--- config.mk ---
export PLATFORM = sky130hd
export DESIGN_NAME = sum_display_driver
export DESIGN_NICKNAME = d
export VERILOG_FILES = /design/src/rtl/sum_display_pkg.sv /design/src/rtl/seg7_decoder.sv /design/src/rtl/sum_display_driver.sv
export SDC_FILE = /design/constraint.sdc
export NUM_CORES = 1
export LEC_CHECK = 0
export ABC_AREA = 1
export CAP_MARGIN = 5
export CELL_PAD_IN_SITES_DETAIL_PLACEMENT = 2
export CELL_PAD_IN_SITES_GLOBAL_PLACEMENT = 2
export CORE_MARGIN = 5
export CORE_UTILIZATION = 37
export DETAILED_ROUTE_END_ITERATION = 6
export HOLD_SLACK_MARGIN = 0.15
export PLACE_DENSITY_LB_ADDON = 0.1
export SLEW_MARGIN = 20
export SYNTH_ARGS = -nofsm -noshare
export SYNTH_HDL_FRONTEND = slang
export SYNTH_HIERARCHICAL = 1
export SYNTH_SLANG_ARGS = --single-unit
--- constraint.sdc ---
create_clock -name clk -period 5.9 [get_ports clk]
set_input_delay 1.18 -clock clk [delete_from_list [all_inputs] [get_ports clk]]
set_output_delay 1.18 -clock clk [all_outputs]
set_load 0.05 [all_outputs]
--- src/rtl/sum_display_pkg.sv ---
// rtl/sum_display_pkg.sv - shared constants and FSM state type for the sum display driver
package sum_display_pkg;

  localparam logic [6:0] SEG_BLANK  = 7'b1111111;
  localparam logic [6:0] SEG_MINUS  = 7'b0111111;
  localparam logic [3:0] CODE_BLANK = 4'd10;
  localparam logic [3:0] CODE_MINUS = 4'd11;
  localparam int         NUM_DIGITS = 4;
  localparam int         BCD_ITERS  = 5;

  typedef enum logic {
    IDLE,
    CONV
  } state_t;

endpackage

--- src/rtl/seg7_decoder.sv ---
// rtl/seg7_decoder.sv - digit code to active-low seven-segment pattern (g..a)
module seg7_decoder
  import sum_display_pkg::*;
(
  input  logic [3:0] code,
  output logic [6:0] seg
);

  always_comb begin
    seg = SEG_BLANK;
    case (code)
      4'd0:       seg = 7'b1000000;
      4'd1:       seg = 7'b1111001;
      4'd2:       seg = 7'b0100100;
      4'd3:       seg = 7'b0110000;
      4'd4:       seg = 7'b0011001;
      4'd5:       seg = 7'b0010010;
      4'd6:       seg = 7'b0000010;
      4'd7:       seg = 7'b1111000;
      4'd8:       seg = 7'b0000000;
      4'd9:       seg = 7'b0010000;
      CODE_MINUS: seg = SEG_MINUS;
      default:    seg = SEG_BLANK;
    endcase
  end

endmodule

--- src/rtl/sum_display_driver.sv ---
// rtl/sum_display_driver.sv - captures adder result, converts to BCD, scans a 4-digit display
module sum_display_driver
  import sum_display_pkg::*;
#(
  parameter int REFRESH_DIV = 100000
) (
  input  logic       clk,
  input  logic       rst,
  input  logic       load,
  input  logic       m,
  input  logic [4:0] sum,
  output logic       busy,
  output logic [3:0] an,
  output logic [6:0] seg,
  output logic       dp
);

  localparam int CW = (REFRESH_DIV > 2) ? $clog2(REFRESH_DIV) : 1;

  state_t      state, state_n;
  logic        capture, step, last;
  logic [2:0]  iter;
  logic        hold_m;
  logic [4:0]  hold_sum;
  logic [7:0]  bcd, bcd_adj, bcd_n;
  logic [4:0]  mag;
  logic        neg;
  logic [2:0]  bit_sel;
  logic        mag_bit;

  logic [3:0]    digit [NUM_DIGITS];
  logic [CW-1:0] refresh_cnt;
  logic [1:0]    idx;
  logic [6:0]    seg_dec;

  assign busy = (state == CONV);
  assign dp   = 1'b1;
  assign last = (iter == 3'(BCD_ITERS - 1));

  always_ff @(posedge clk) begin
    if (rst) state <= IDLE;
    else     state <= state_n;
  end

  always_comb begin
    state_n = state;
    capture = 1'b0;
    step    = 1'b0;
    case (state)
      IDLE: begin
        if (load) begin
          capture = 1'b1;
          state_n = CONV;
        end
      end
      CONV: begin
        step = 1'b1;
        if (last) state_n = IDLE;
      end
      default: state_n = IDLE;
    endcase
  end

  // In signed mode only the low nibble is meaningful; -8 negates to 4'b1000 = 8.
  always_comb begin
    neg = hold_m & hold_sum[3];
    mag = hold_sum;
    if (hold_m) begin
      if (hold_sum[3]) mag = {1'b0, (~hold_sum[3:0]) + 4'd1};
      else             mag = {1'b0, hold_sum[3:0]};
    end
  end

  // Magnitude bits enter MSB first, one per iteration.
  always_comb begin
    bit_sel = 3'(BCD_ITERS - 1) - iter;
    mag_bit = mag[bit_sel];
    bcd_adj = bcd;
    if (bcd_adj[3:0] >= 4'd5) bcd_adj[3:0] = bcd_adj[3:0] + 4'd3;
    if (bcd_adj[7:4] >= 4'd5) bcd_adj[7:4] = bcd_adj[7:4] + 4'd3;
    bcd_n = {bcd_adj[6:0], mag_bit};
  end

  always_ff @(posedge clk) begin
    if (rst) begin
      hold_m   <= 1'b0;
      hold_sum <= 5'd0;
      iter     <= 3'd0;
      bcd      <= 8'd0;
      digit[0] <= 4'd0;
      digit[1] <= CODE_BLANK;
      digit[2] <= CODE_BLANK;
      digit[3] <= CODE_BLANK;
    end else if (capture) begin
      hold_m   <= m;
      hold_sum <= sum;
      iter     <= 3'd0;
      bcd      <= 8'd0;
    end else if (step) begin
      iter <= iter + 3'd1;
      bcd  <= bcd_n;
      // All four digits change on the same edge so the scan never shows a mix.
      if (last) begin
        digit[0] <= bcd_n[3:0];
        digit[1] <= (bcd_n[7:4] == 4'd0) ? CODE_BLANK : bcd_n[7:4];
        digit[2] <= CODE_BLANK;
        digit[3] <= neg ? CODE_MINUS : CODE_BLANK;
      end
    end
  end

  seg7_decoder u_dec (
    .code (digit[idx]),
    .seg  (seg_dec)
  );

  always_ff @(posedge clk) begin
    if (rst) begin
      refresh_cnt <= '0;
      idx         <= 2'd0;
      an          <= 4'b1110;
      seg         <= 7'b1000000;
    end else begin
      if (refresh_cnt == CW'(REFRESH_DIV - 1)) begin
        refresh_cnt <= '0;
        idx         <= idx + 2'd1;
      end else begin
        refresh_cnt <= refresh_cnt + 1'b1;
      end
      an  <= ~(4'b0001 << idx);
      seg <= seg_dec;
    end
  end

endmodule
# --- Word level (Yosys, flattened, before mapping) ---
# Memory sizes are Yosys's and may differ from the RTL's. A register that Yosys moved wholly into a read port is not among the register bits.
# Index checks and enable logic that the tools add are counted.
# W data, S select, Z words.
totals:
  ff_bits: 41
  mem_bits_rw: 16
  rom_bits: 112
  input_bits: 9
  out_inout_bits: 13
  mem_count: 2
op_classes:
  add_sub_neg: 7
  magnitude_cmp: 3
  n_eq_ne: 2
  n_shift: 1
  muxes: 26
  bitwise: 8
  n_reduce_logical: 3
mem_list:
  columns: ["memory", "depth", "word_bits", "read_ports", "rd_ports_with_merged_regs", "wr", "line_no", "source"]
  rows:
  - ["(no name shown)", 16, 7, 1, 1, 0, "seg7_decoder.sv:11", "case (code)"]
  - ["digit", 4, 4, 1, 1, 4, "sum_display_driver.sv:31", "logic [3:0] digit [NUM_DIGITS];"]
ops:
  columns: ["op", "count"]
  rows:
  - ["$mux W4", 7]
  - ["$add A17 B1 Y17 const B", 1]
  - ["$eq A17 B17 Y1 const B", 1]
  - ["$mux W1", 13]
  - ["$ge A4 B3 Y1 const B", 2]
  - ["$not A4 Y4", 2]
  - ["$mux W5", 1]
  - ["$add A4 B1 Y4 const B", 1]
  - ["$add A4 B2 Y4 const B", 1]
  - ["$logic_not A4 Y1", 1]
  - ["$lt A3 B4 Y1 const B", 1]
  - ["$mux W2", 2]
  - ["$or A1 B1 Y1", 4]
  - ["$reduce_or A2 Y1", 2]
  - ["$shl A1 B2 Y4 const A", 1]
  - ["$add A3 B1 Y3 const B", 1]
  - ["$add A3 B2 Y3 const B", 1]
  - ["$bmux W1 S3", 1]
  - ["$eq A3 B3 Y1 const B", 1]
  - ["$mux W3", 1]
  - ["$sub A3 B3 Y3 const A", 1]
  - ["$add A2 B1 Y2 const B", 1]
  - ["$pmux W1 S2", 1]
  - ["$and A1 B1 Y1", 1]
  - ["$not A1 Y1", 1]

# --- Depth between registers and ports, before layout ---
# Gate-level depths: netlist (run 1).
depth:
  ltp_word: 7
  mapped_depth: 12

# --- Modules after synthesis ---
# Netlist (run 1), hierarchy kept.
modules_own_cells:
  columns: ["mod", "n_inst", "cells_each", "area_per_inst_um2"]
  rows:
  - ["sum_display_driver", 1, 342, 2697.6]
  - ["seg7_decoder", 1, 37, 205.2]

# --- Least setup slack after synthesis (run 1) ---
# No wires, ideal clock.
synth_timing:
  path_type: "register to register"
  startpoint: "register state (netlist: busy)"
  endpoint: "memory digit[0][0], enable pin"
  setup_ns: 0.390
  t_arrival_ns: 1.790
  t_required_ns: 5.510
  setup_slack_ns: 3.720
  stages_incl_launch_ff: 4
  path_buffers: 1
  synth_period_minus_slack_ns: 2.180
  path_cell_list: "dfxtp_1 -> inv_1 -> clkbuf_1 -> o21ai_0"
synth_lines:
  columns: ["element", "line_no", "source"]
  rows:
  - ["from (decl)", "sum_display_driver.sv:20", "state_t state, state_n;"]
  - ["from (signal assigned)", "sum_display_driver.sv:42", "else state <= state_n;"]
  - ["to (decl)", "sum_display_driver.sv:31", null]

# --- Final worst setup path (run 1) ---
layout_timing:
  startpoint: "register state (netlist: busy)"
  endpoint: "output busy"
layout_lines:
  columns: ["element", "line_no", "source"]
  rows:
  - ["to (decl)", "sum_display_driver.sv:12", "output logic busy,"]
# No word-level cell between the ends.

==> results of run 1 <==
==> registers in the layout, summed over array words and instances (netlist names), named ones only <==
signal / cells
iter: 3
refresh_cnt: 17
an: 4
busy: 1
bcd: 8
seg: 7
hold_sum: 5
digit: 9
hold_m: 1
idx: 2
==> cell usage after synthesis <==
| library cell | count | share of area, % |
|---|---|---|
| nand2_1 | 73 | 9.4 |
| inv_1 | 64 | 8.3 |
| dfxtp_1 | 50 | 34 |
| nor2_1 | 38 | 4.9 |
| a21oi_1 | 26 | 4.5 |
| o21ai_0 | 25 | 4.3 |
| nand3_1 | 21 | 3.6 |
| ha_1 | 19 | 8.2 |
| edfxtp_1 | 9 | 9.3 |
| nor3_1 | 8 | 1.4 |
| nand4_1 | 5 | 1.1 |
| o211ai_1 | 5 | 1.3 |
| clkbuf_1 | 4 | 0.52 |
| nor2_2 | 4 | 0.86 |
| nand2_2 | 3 | 0.65 |
| nor3b_1 | 3 | 0.78 |
| a21oi_2 | 2 | 0.60 |
| nor2_4 | 2 | 0.78 |
| xor2_1 | 2 | 0.60 |
| a21boi_0 | 1 | 0.26 |
| and3_1 | 1 | 0.22 |
| buf_4 | 1 | 0.26 |
| buf_6 | 1 | 0.39 |
| clkinv_1 | 1 | 0.13 |
| conb_1 | 1 | 0.13 |
| inv_2 | 1 | 0.13 |
| nand2_4 | 1 | 0.39 |
| nand3_2 | 1 | 0.34 |
| nand3b_1 | 1 | 0.26 |
| nor4_4 | 1 | 0.73 |
| o21ai_1 | 1 | 0.17 |
| o21ai_2 | 1 | 0.30 |
| or2_0 | 1 | 0.22 |
| or2_2 | 1 | 0.22 |
| xnor2_1 | 1 | 0.30 |
==> power groups by stage <==
stage                     Combinational, mW  Sequential (mW)  Clock [mW]
after floorplan                      0.0528            0.448           0
after global placement               0.0857            0.440           0
after detailed placement             0.0897            0.441           0
after CTS                            0.0908            0.433       0.365
after global routing                  0.101            0.434       0.384
final                                0.0886            0.432       0.356
==> metal layers <==
layer	share of wire, %	track usage, %	up-vias
li1	-	-	1258
met3	2.6	3.75	6
met1	43	18.2	1218
met5	0	0	-
met2	53	32.4	26
met4	0.88	3.89	0
==> cells by family after synthesis <==
logic type / count (synthesis) / synth area share (%)
AO/OA/AOI/OAI: 61 / 11.4
XOR/XNOR: 3 / 0.905
adder cells (fa/ha/maj): 19 / 8.19
buffers and inverters: 72 / 9.70
flip-flops: 59 / 43.8
other: 1 / 0.129
AND/OR/NAND/NOR: 164 / 25.9
==> path summary, 6_finish.rpt <==
kind / to / cells past startpoint / startpoint / slack [ns]
setup / recovery: busy / 1 / busy$_SDFF_PP0_ / 2.76
hold / removal: hold_sum[4]$_SDFFE_PP0P_ / 2 / hold_sum[4]$_SDFFE_PP0P_ / 0.49
setup reg to reg: digit[0][3]$_SDFFCE_PN0P_ / 2 / busy$_SDFF_PP0_ / 3.71
hold reg to reg: hold_sum[4]$_SDFFE_PP0P_ / 2 / hold_sum[4]$_SDFFE_PP0P_ / 0.49
==> cell type report <==
cell class	count	area, sq um
repair buffers	20	200
clock inverters	1	5.00
inverters	66	248
flip-flops and latches	59	1270
clock buffers	15	188
well taps	102	128
fillers	904	4300
multi-input cells	248	1350
==> cell usage in the layout, fill, tap and decap left out, types with 2 or more instances in the layout <==
cell,n
nand2_1,73
inv_1,64
dfxtp_1,50
nor2_1,38
a21oi_1,26
o21ai_0,24
nand3_1,21
clkdlybuf4s50_1,20
ha_1,19
clkbuf_8,11
edfxtp_1,9
nor3_1,8
nand4_1,5
o211ai_1,5
nor2_2,4
nand2_2,3
nor3b_1,3
clkbuf_1,3
o21ai_1,2
nor2_4,2
a21oi_2,2
xor2_1,2
==> results summary, run 1 <==
The fraction of layout instances using a drive strength above 1 is 7.33%. The count of different cell masters after synthesis is 35. Traced cell by cell, the critical path runs through clkdlybuf4s50_1. VDD sags by at most 0.105 mV. The share of the cycle needed by the critical path after routing came out at 53.2%.

The final number of max-transition violations is 0. The internal power component came out at 652 uW. The reported max-cap violation count came out at 0. The final critical-path setup slack is 2.76 ns.

The number of failing hold endpoints at the final stage came to 0. The final sum of negative setup slack is 0 ns. The maximum fanout encountered on the critical timing path came out at 17. The maximum count of clock buffers along a single path came out at 2. The congestion estimate from routability-driven global placement came to 0.748. The critical path capture point type is a primary output. The maximum frequency from static timing analysis came out at 319 MHz.

Total power for the finished layout comes to 877 uW. The nature of the critical path startpoint is a flop. The placed instance count came out at 495. The cell with the largest stage delay on the worst path is clkdlybuf4s50_1. The post-detailed-placement cell area is 3200 sq um. After detailed routing, the average wire length per cell comes to 14.6 microns.

The global-route usage over all layers came out at 16.7%. After global routing the overflow that remains totals 0. The clock transition at the registers of the reported paths is 0.06 ns. The critical path start-end classification is flop to primary output. OpenSTA, run right after detailed placement, puts the worst setup slack at 2.66 ns. Setup repair after global routing left no endpoint under its margin. The die covers 9720 sq um. For this design, the CTS-stage hold fixing added 0 buffers. 0 antenna diodes ended up in the layout. In this run switching power makes up 25.6% of total power.

The largest net degree at the start of global routing came out at 18. The clock net in this run drives a total of 59 sinks. The number of warnings issued by yosys came out at 6. Summed over all nets, the switching power comes to 225 uW. The non-filler instance count after layout came out at 511. After floorplanning, the core was sized to cover 7690 sq um. The synthesized netlist occupies a cell area of 2900 sq um. The worst pin sits at a relative slew slack of 45.4%. After technology mapping, the gate count stands at 379. The data arrival time at the worst-slack endpoint came out at 1.96 ns. The class of the worst hold path is flop to flop. The total non-filler cell area in the finished layout is 3390 sq um.

The analysis attributes to cell leakage a power of 1.37 nW. The overall die height is 98.6 microns. The largest incremental delay on the critical path is 0.93 ns.

The wire length of the first global-routing pass came out at 13300 microns. The utilization after layout came out at 44.1%. The port buffer count is 20.

The number of clock buffers added by TritonCTS is 9. Across all hold checks on the routed design, the worst slack comes to 0.487 ns. The TritonCTS clock tree is built. Setup violations remaining at the end of the flow were counted as 0. The starting utilization of the core area came out at 37.8%. The number of DRC markers in iteration 0 came out at 31.

The power density over the cells came out at 259 nW/um^2. The worst clock skew is 0.00694 ns. The clock root buffer is clkbuf_8.

After detailed routing, the number of vias per cell comes to 4.91. The part of the total power dissipated in the clock network is 40.6%. The post-synthesis net count came out at 407. For this design the top-level I/O count stands at 22. The sequential share of power came out at 49.3%. The run finished with clean final reports. The number of setup buffers added after CTS is 0. The cell type group with the largest total delay on the critical path is buffers and inverters. The later-pin clock latency in the skew report came out at 0.32 ns. The post-DP HPWL is 5620 microns.

For the worst setup path, the data required time is 4.72 ns. The initial antenna violation count is 0. The average size of a mapped cell came out at 7.66 sq um.

The horizontal die dimension is 98.6 microns. In the routed design, unresolved DRC markers number 0. The number of H-tree branching levels is 3. The sequential share of the synthesized area came out at 43.8%. The number of global-route vias before repair is 2866.

The routed wire length came out at 7480 microns. For the pin with the worst max-slew slack, the measured transition is 0.813 ns. Combinational logic burns 10.1% of the power. The number of buffer and inverter stages on the critical path came out at 1. Across all layers, the routed design uses 2508 vias. The number of cells upsized or downsized after cts is 0.

The number of nets at the end of the flow is 432. The iteration count of the initial detailed-routing pass came out at 4. The clock period minus final worst setup slack is 3.14 ns.

Once detail routing completed, the nets flagged for antenna violations numbered 0. The standard-cell row count is 32. The layout overhead on the synthesized area came out at 16.8%. The synthesized design contains 59 register bits.
Power figures use the tool's default switching activity.
==> inputs of run 2 (changes only) <==
--- a/config.mk
+++ b/config.mk
@@ -10,7 +10,7 @@
 export CELL_PAD_IN_SITES_DETAIL_PLACEMENT = 2
 export CELL_PAD_IN_SITES_GLOBAL_PLACEMENT = 2
 export CORE_MARGIN = 5
-export CORE_UTILIZATION = 37
+export CORE_UTILIZATION = 31
 export DETAILED_ROUTE_END_ITERATION = 6
 export HOLD_SLACK_MARGIN = 0.15
 export PLACE_DENSITY_LB_ADDON = 0.1
==> constraint.sdc (replaced) <==
create_clock -name clk -period 2.71 [get_ports clk]
set_input_delay 0.542 -clock clk [delete_from_list [all_inputs] [get_ports clk]]
set_output_delay 0.542 -clock clk [all_outputs]
set_load 0.05 [all_outputs]
==> run 2 against run 1 <==
  * Via count is 0.44% lower
  * Global-route usage is 3.2 points lower
  * Critical path depth increased by 1
  * Combinational power up 130%
  * Hold slack worse by 0.036 ns
  * Core utilization fell by 6.9 points
  * Final cell count is 2.5% higher
  * Count of clock-buffer cells in the layout is 1 lower
  * Sequential share of layout area decreased by 0.34 points
  * Wire length fell by 5.5%
  * Critical path type unchanged
  * Largest cell class unchanged
  * Highest routed layer unchanged
==> results summary, run 2 (synthesis gave the netlist of run 1 again) <==
The critical path starts at busy$_SDFF_PP0_. TritonCTS built the clock tree. The final number of max-transition violations is 0. The setup-violating endpoint count in the final report is 0. Counting the fill cells in the layout gives 1092. The register with the most flip-flops in the layout has 17 of them. In the layout the commonest cells are 73 x nand2_1, 64 x inv_1, 50 x dfxtp_1. The tightest min-delay check is of the flop to flop type. The number of buffers added for setup after CTS is 0. The endpoint required time on the critical path came out at 2.17 ns. The hold-critical path depth is 1. The sum of overflow across all layers after global routing is 0. After clock tree synthesis, the clock-pin slew on the worst setup and hold paths is 0.06 ns. The share of the cycle needed by the critical path after routing came out at 82.2%. The number of nets at the end of the flow is 436. In this run the power density over the cells is 552 nW/um^2. In the routed design, unresolved DRC markers number 0. The later-pin clock latency in the skew report is 0.34 ns. The largest registers in the layout are refresh_cnt x17, digit x9, bcd x8. The capture endpoint of the worst hold path is refresh_cnt[0]$_SDFF_PP0_.

The data arrival time at the worst-slack endpoint came out at 1.69 ns. The number of cells upsized or downsized after cts came out at 0. The initial antenna violation count is 0.

The leakage power total is 1.39 nW. The routability congestion estimate from global placement is 0.705. The routed wire length is 7060 microns.

The number of sinks on the clock net is 59. The actual slew at the worst max-slew pin came out at 0.513 ns. The number of top-level pins is 22. The final route contains 2497 vias. Derived from the worst setup path, the maximum achievable clock frequency is 449 MHz. The relative slew slack is 65.7%. Counting flops per register, the top entry is refresh_cnt. The worst setup path is launched from a flop. The post-cts hold buffer count came out at 0. The clock period minus final worst setup slack is 2.23 ns. Setup repair after global routing left no endpoint under its margin. The fraction of layout instances using a drive strength above 1 is 8.47%. The standard cell core area is 9200 sq um. The clock root buffer is clkbuf_8. Along the worst path, the maximum fanout reaches 17.

In this run the number of H-tree levels came out at 3. The HPWL after detailed placement is 5420 microns. Relative to the synthesized area, the layout overhead comes to 17.8%. The detail-routed via count per cell came out at 4.77.

The number of failing hold endpoints at the final stage is 0. The horizontal die dimension came out at 107 microns. After floorplanning, the core was divided into 35 placement rows. The final sum of negative setup slack is 0 ns.

The register-to-register setup slack came out at 0.73 ns. The number of global-route vias before repair is 2660. The flow ran to the end, and the final reports show no timing, DRC or antenna violations.

In this run the most critical hold path is launched from refresh_cnt[0]$_SDFF_PP0_. The number of DRC markers in iteration 0 is 38. The clock arrives with 0.00892 ns of skew. The largest net degree at the start of global routing is 18. The port buffer count is 20. The critical path start-end classification is flop to primary output. The clock passes through at most 2 buffers. The total CTS buffers came out at 9. The die footprint is 11400 sq um. The starting utilization of the core area came out at 31.6%. Global routing consumed, over all layers together, 13.5% of the routing resources. The mean routed wirelength per cell came out at 13.5 microns. The library cell used most frequently in the layout, excluding fill and tap cells, is nand2_1.

The reported max-cap violation count came out at 0. The sequential cell area in the final layout is 1270 sq um. The iteration count of the initial detailed-routing pass is 4. The worst-case vdd ir drop came out at 0.277 mV. The overall die height came out at 107 microns. The area of the multi-input gates is 1350 sq um.

In this run the critical register-to-register path is captured at digit[1][1]$_SDFFCE_PP1P_. The wire length of the first global-routing pass came out at 12400 microns. The power consumption is 1.89 mW. The critical path capture point type is a primary output. The number of cells on the worst reg-to-reg path is 9.

The residual antenna-violating net count after detailed routing came out at 0. The number of diodes is 0. The worst register-to-register path begins at bcd[0]$_SDFFE_PP0P_.
run 2: cell types whose count changed in the layout (fill, tap and decap cells not counted):
cell,previous run,this run
clkbuf_8,11,12
clkinv_2,1,2
clkbuf_16,1,0
o21ai_1,2,1
o21ai_0,24,25
clkbuf_1,3,2
buf_4,0,4
run 2: worst max-delay path, stage by stage, from the launching register on:
cell and delay, ns:
dfxtp_1 0.31, buf_4 0.21, clkdlybuf4s50_1 0.84
run 2: how the worst max path moves through the flow:
| stage | slack, ns | depth (start not counted) | endpoint |
|---|---|---|---|
| floorplan | 0.53 | 3 | digit[0][0]$_SDFFCE_PN0P_ |
| global placement | 0.63 | 8 | bcd[1]$_SDFFE_PP0P_ |
| detailed placement | 0.55 | 5 | digit[0][0]$_SDFFCE_PN0P_ |
| CTS | 0.44 | 2 | busy |
| global route | 0.40 | 2 | busy |
| finish | 0.48 | 2 | busy |
run 2: report_power, final:
part / leakage (nW) / switching, mW / total (mW) / internal, mW
clock: 0.0965 / 0.347 / 0.752 / 0.405
combinational: 0.800 / 0.132 / 0.201 / 0.0687
sequential: 0.494 / 0.0185 / 0.935 / 0.917
total: 1.39 / 0.497 / 1.89 / 1.39
run 2: final cells by class:
class | count | area share, %
multi-input combinational | 248 | 39.5
timing repair buffer | 24 | 6.73
clock inverter | 2 | 0.293
clock buffer | 14 | 5.05
inverter | 66 | 7.24
sequential | 59 | 37.2
tap | 111 | 4.06
run 2: routing by layer:
layer  track usage [%]  vias to the layer above  wire length [microns]
met1              15.4                     1206                   3100
met5                 0                        -                      0
met2              24.4                       22                   3670
met4              3.74                        0                     94
met3              4.03                        9                    199
li1                  -                     1260                      -
run 2: per-stage QoR:
step	instance area [sq um]	instances	setup slack (ns)	utilization, %	hold slack [ns]
finish	3420	524	0.482	37.2	0.452
global route	3420	524	0.401	37.2	0.470
CTS	3420	524	0.443	37.2	0.461
detailed placement	3240	508	0.552	35.2	0.445
global placement	3240	508	0.628	35.2	0.431
floorplan	2900	379	0.530	-	0.417
==> inputs of run 3 (changes only) <==
==> constraint.sdc (replaced) <==
create_clock -name clk -period 1.9 [get_ports clk]
set_input_delay 0.38 -clock clk [delete_from_list [all_inputs] [get_ports clk]]
set_output_delay 0.38 -clock clk [all_outputs]
set_load 0.05 [all_outputs]
==> run 3 against run 2 <==
  * Sequential power grew 43%
  * Clock power increased by 70%
  * Via count decreased by 0.16%
  * Total power grew 55%
  * Count of clock-buffer cells in the layout fell by 3
  * Register-to-register slack worse by 0.53 ns
  * Core utilization grew 1.3 points
  * Non-clock buffer count increased by 7
  * Largest power group unchanged
==> results summary, run 3 (synthesis gave the netlist of run 1 again) <==
The congestion estimate from routability-driven global placement came to 0.774. In this design, the largest share of critical-path delay is due to buffers and inverters. The standard-cell row count is 35. The detail-routed via count per cell is 4.69. The worst setup path is captured at a primary output.

The number of antenna diodes in the final layout is 0. The residual antenna-violating net count after detailed routing came out at 0. The TritonCTS clock tree is built. The worst-case setup slack after placement is -0.00867 ns. The run finished with clean final reports. The later-pin clock latency in the skew report is 0.34 ns. The number of vias in the routed layout is 2493. At the worst endpoint, the required time is 1.52 ns. The largest registers in the layout are refresh_cnt x17, digit x9, bcd x8. The sequential cells in the finished layout cover a total of 1270 sq um. In this run the worst hold path is classified as flop to flop. The busiest metal layer after global routing is met2. The worst-case vdd ir drop is 0.378 mV. In this run the worst path has a maximum fanout of 1. The setup-violating endpoint count in the final report came out at 0. The nature of the critical path startpoint is a flop.

Max-cap violations in this run came to 0. The number of failing hold endpoints at the final stage is 0. The mean routed wirelength per cell came out at 13.8 microns. The actual slew at the worst max-slew pin is 0.576 ns.

The wire length of the first global-routing pass came out at 12800 microns. The number of buffers and inverters on the critical path is 1. The number of global-route vias before repair is 2745.

The met3 track utilization from global routing came out at 3.49%. 22 I/O pins were placed. The register-to-register setup slack came out at 0.20 ns. The clock drives 59 sinks. The power consumption is 2.93 mW. The horizontal die dimension came out at 107 microns. Counting the fill cells in the layout gives 1067. The area growth from synthesis to layout is 22.0%. The post-DP HPWL came out at 5600 microns. The critical path start-end classification is flop to primary output. The fraction of layout instances using a drive strength above 1 came out at 12.4%. The initial antenna violation count came out at 0.

The clock period minus final worst setup slack is 1.82 ns. The number of H-tree branching levels came out at 3. The met2 layer usage reported by global route is 25.3%. The data arrival time at the worst-slack endpoint is 1.44 ns. The largest individual stage delay along the critical path comes from the cell clkdlybuf4s50_1.

The maximum count of clock buffers along a single path is 2. The post-cts hold buffer count came out at 0. The port buffer count is 20.

The final routed DRC violation total came out at 0. The register with the most flip-flops in the layout has 17 of them. The worst hold margin came out at 0.456 ns. Setup repair after global routing left no endpoint under its margin. The die footprint came out at 11400 sq um. The number of DRC markers in iteration 0 came out at 36. The number of buffers added for setup after CTS is 0. The final number of max-transition violations is 0. The final sum of negative setup slack is 0 ns. The clock transition at the registers of the reported paths is 0.07 ns. Static timing analysis puts the maximum clock frequency at 549 MHz. The largest incremental delay on the critical path came out at 0.79 ns.

The tree is rooted in a clkbuf_8. The total CTS buffers came out at 9. The global-route met1 utilization is 16.1%.

The iteration count of the initial detailed-routing pass came out at 4. Across every metal layer, demand over resource in global routing totals 14.0%. After global routing the overflow that remains totals 0.

The area of the multi-input gates is 1370 sq um. The power density over the cells is 828 nW/um^2. The final critical-path setup slack came out at 0.0788 ns. The relative slew slack is 61.5%. Summed over all layers, the routed wires come to 7330 microns.

The worst clock skew is 0.0171 ns. The top cell types in the final layout, fill and taps aside, are 73 x nand2_1, 63 x inv_1, 47 x dfxtp_1. The register with the most flip-flops in the final layout is refresh_cnt. The standard cell core area came out at 9200 sq um.

The starting utilization of the core area is 31.6%. The leakage power total came out at 1.46 nW. The largest net degree at the start of global routing is 18.

Walking the worst path, the cells encountered are clkdlybuf4s50_1. The final layout contains 443 nets. In the finished design, the share of the clock period the worst path needs comes to 95.9%. The die is 107 microns tall. The library cell used most frequently in the layout, excluding fill and tap cells, is nand2_1.
==> run 3: report_power, final <==
part           switching (mW)  internal (mW)
clock network           0.513          0.772
logic                   0.197          0.115
registers              0.0274           1.31
total                   0.738           2.19
==> run 3: timing repair <==
item,4_1_cts,5_1_grt
pin swaps,0,1
setup endpoints to repair,1,6
gates cloned,0,0
gates resized for setup,1,11
==> run 3: metrics by stage <==
| step | util (%) | area [sq um] | std cells |
|---|---|---|---|
| 5_1_grt | 38.5 | 3540 | 531 |
| 4_1_cts | 38.3 | 3520 | 531 |
| 3_5_place_dp | 35.9 | 3300 | 515 |
| 2_1_floorplan | - | 2910 | 379 |
| 6_report | 38.5 | 3540 | 531 |
| 3_3_place_gp | 35.9 | 3300 | 515 |
==> run 3: path summary, 6_finish.rpt <==
kind                             start                         to  cells past startpoint
max                   an[3]$_SDFF_PP1_                      an[3]                      1
min          refresh_cnt[0]$_SDFF_PP0_  refresh_cnt[0]$_SDFF_PP0_                      1
max reg2reg        bcd[4]$_SDFFE_PP0P_  digit[1][3]$_SDFFCE_PP1P_                      9
min reg2reg  refresh_cnt[0]$_SDFF_PP0_  refresh_cnt[0]$_SDFF_PP0_                      1
==> run 3: final cells by class <==
class	count	area share, %
clock inverter	5	2.15
timing repair buffer	31	8.27
sequential	59	36.0
clock buffer	11	3.99
tap	111	3.92
multi-input combinational	248	38.7
inverter	66	6.99
==> run 3: per-layer routing <==
layer	vias up	share of wire, %
met5	-	0
li1	1273	-
met2	29	51
met4	0	1.8
met3	13	2.6
met1	1178	45
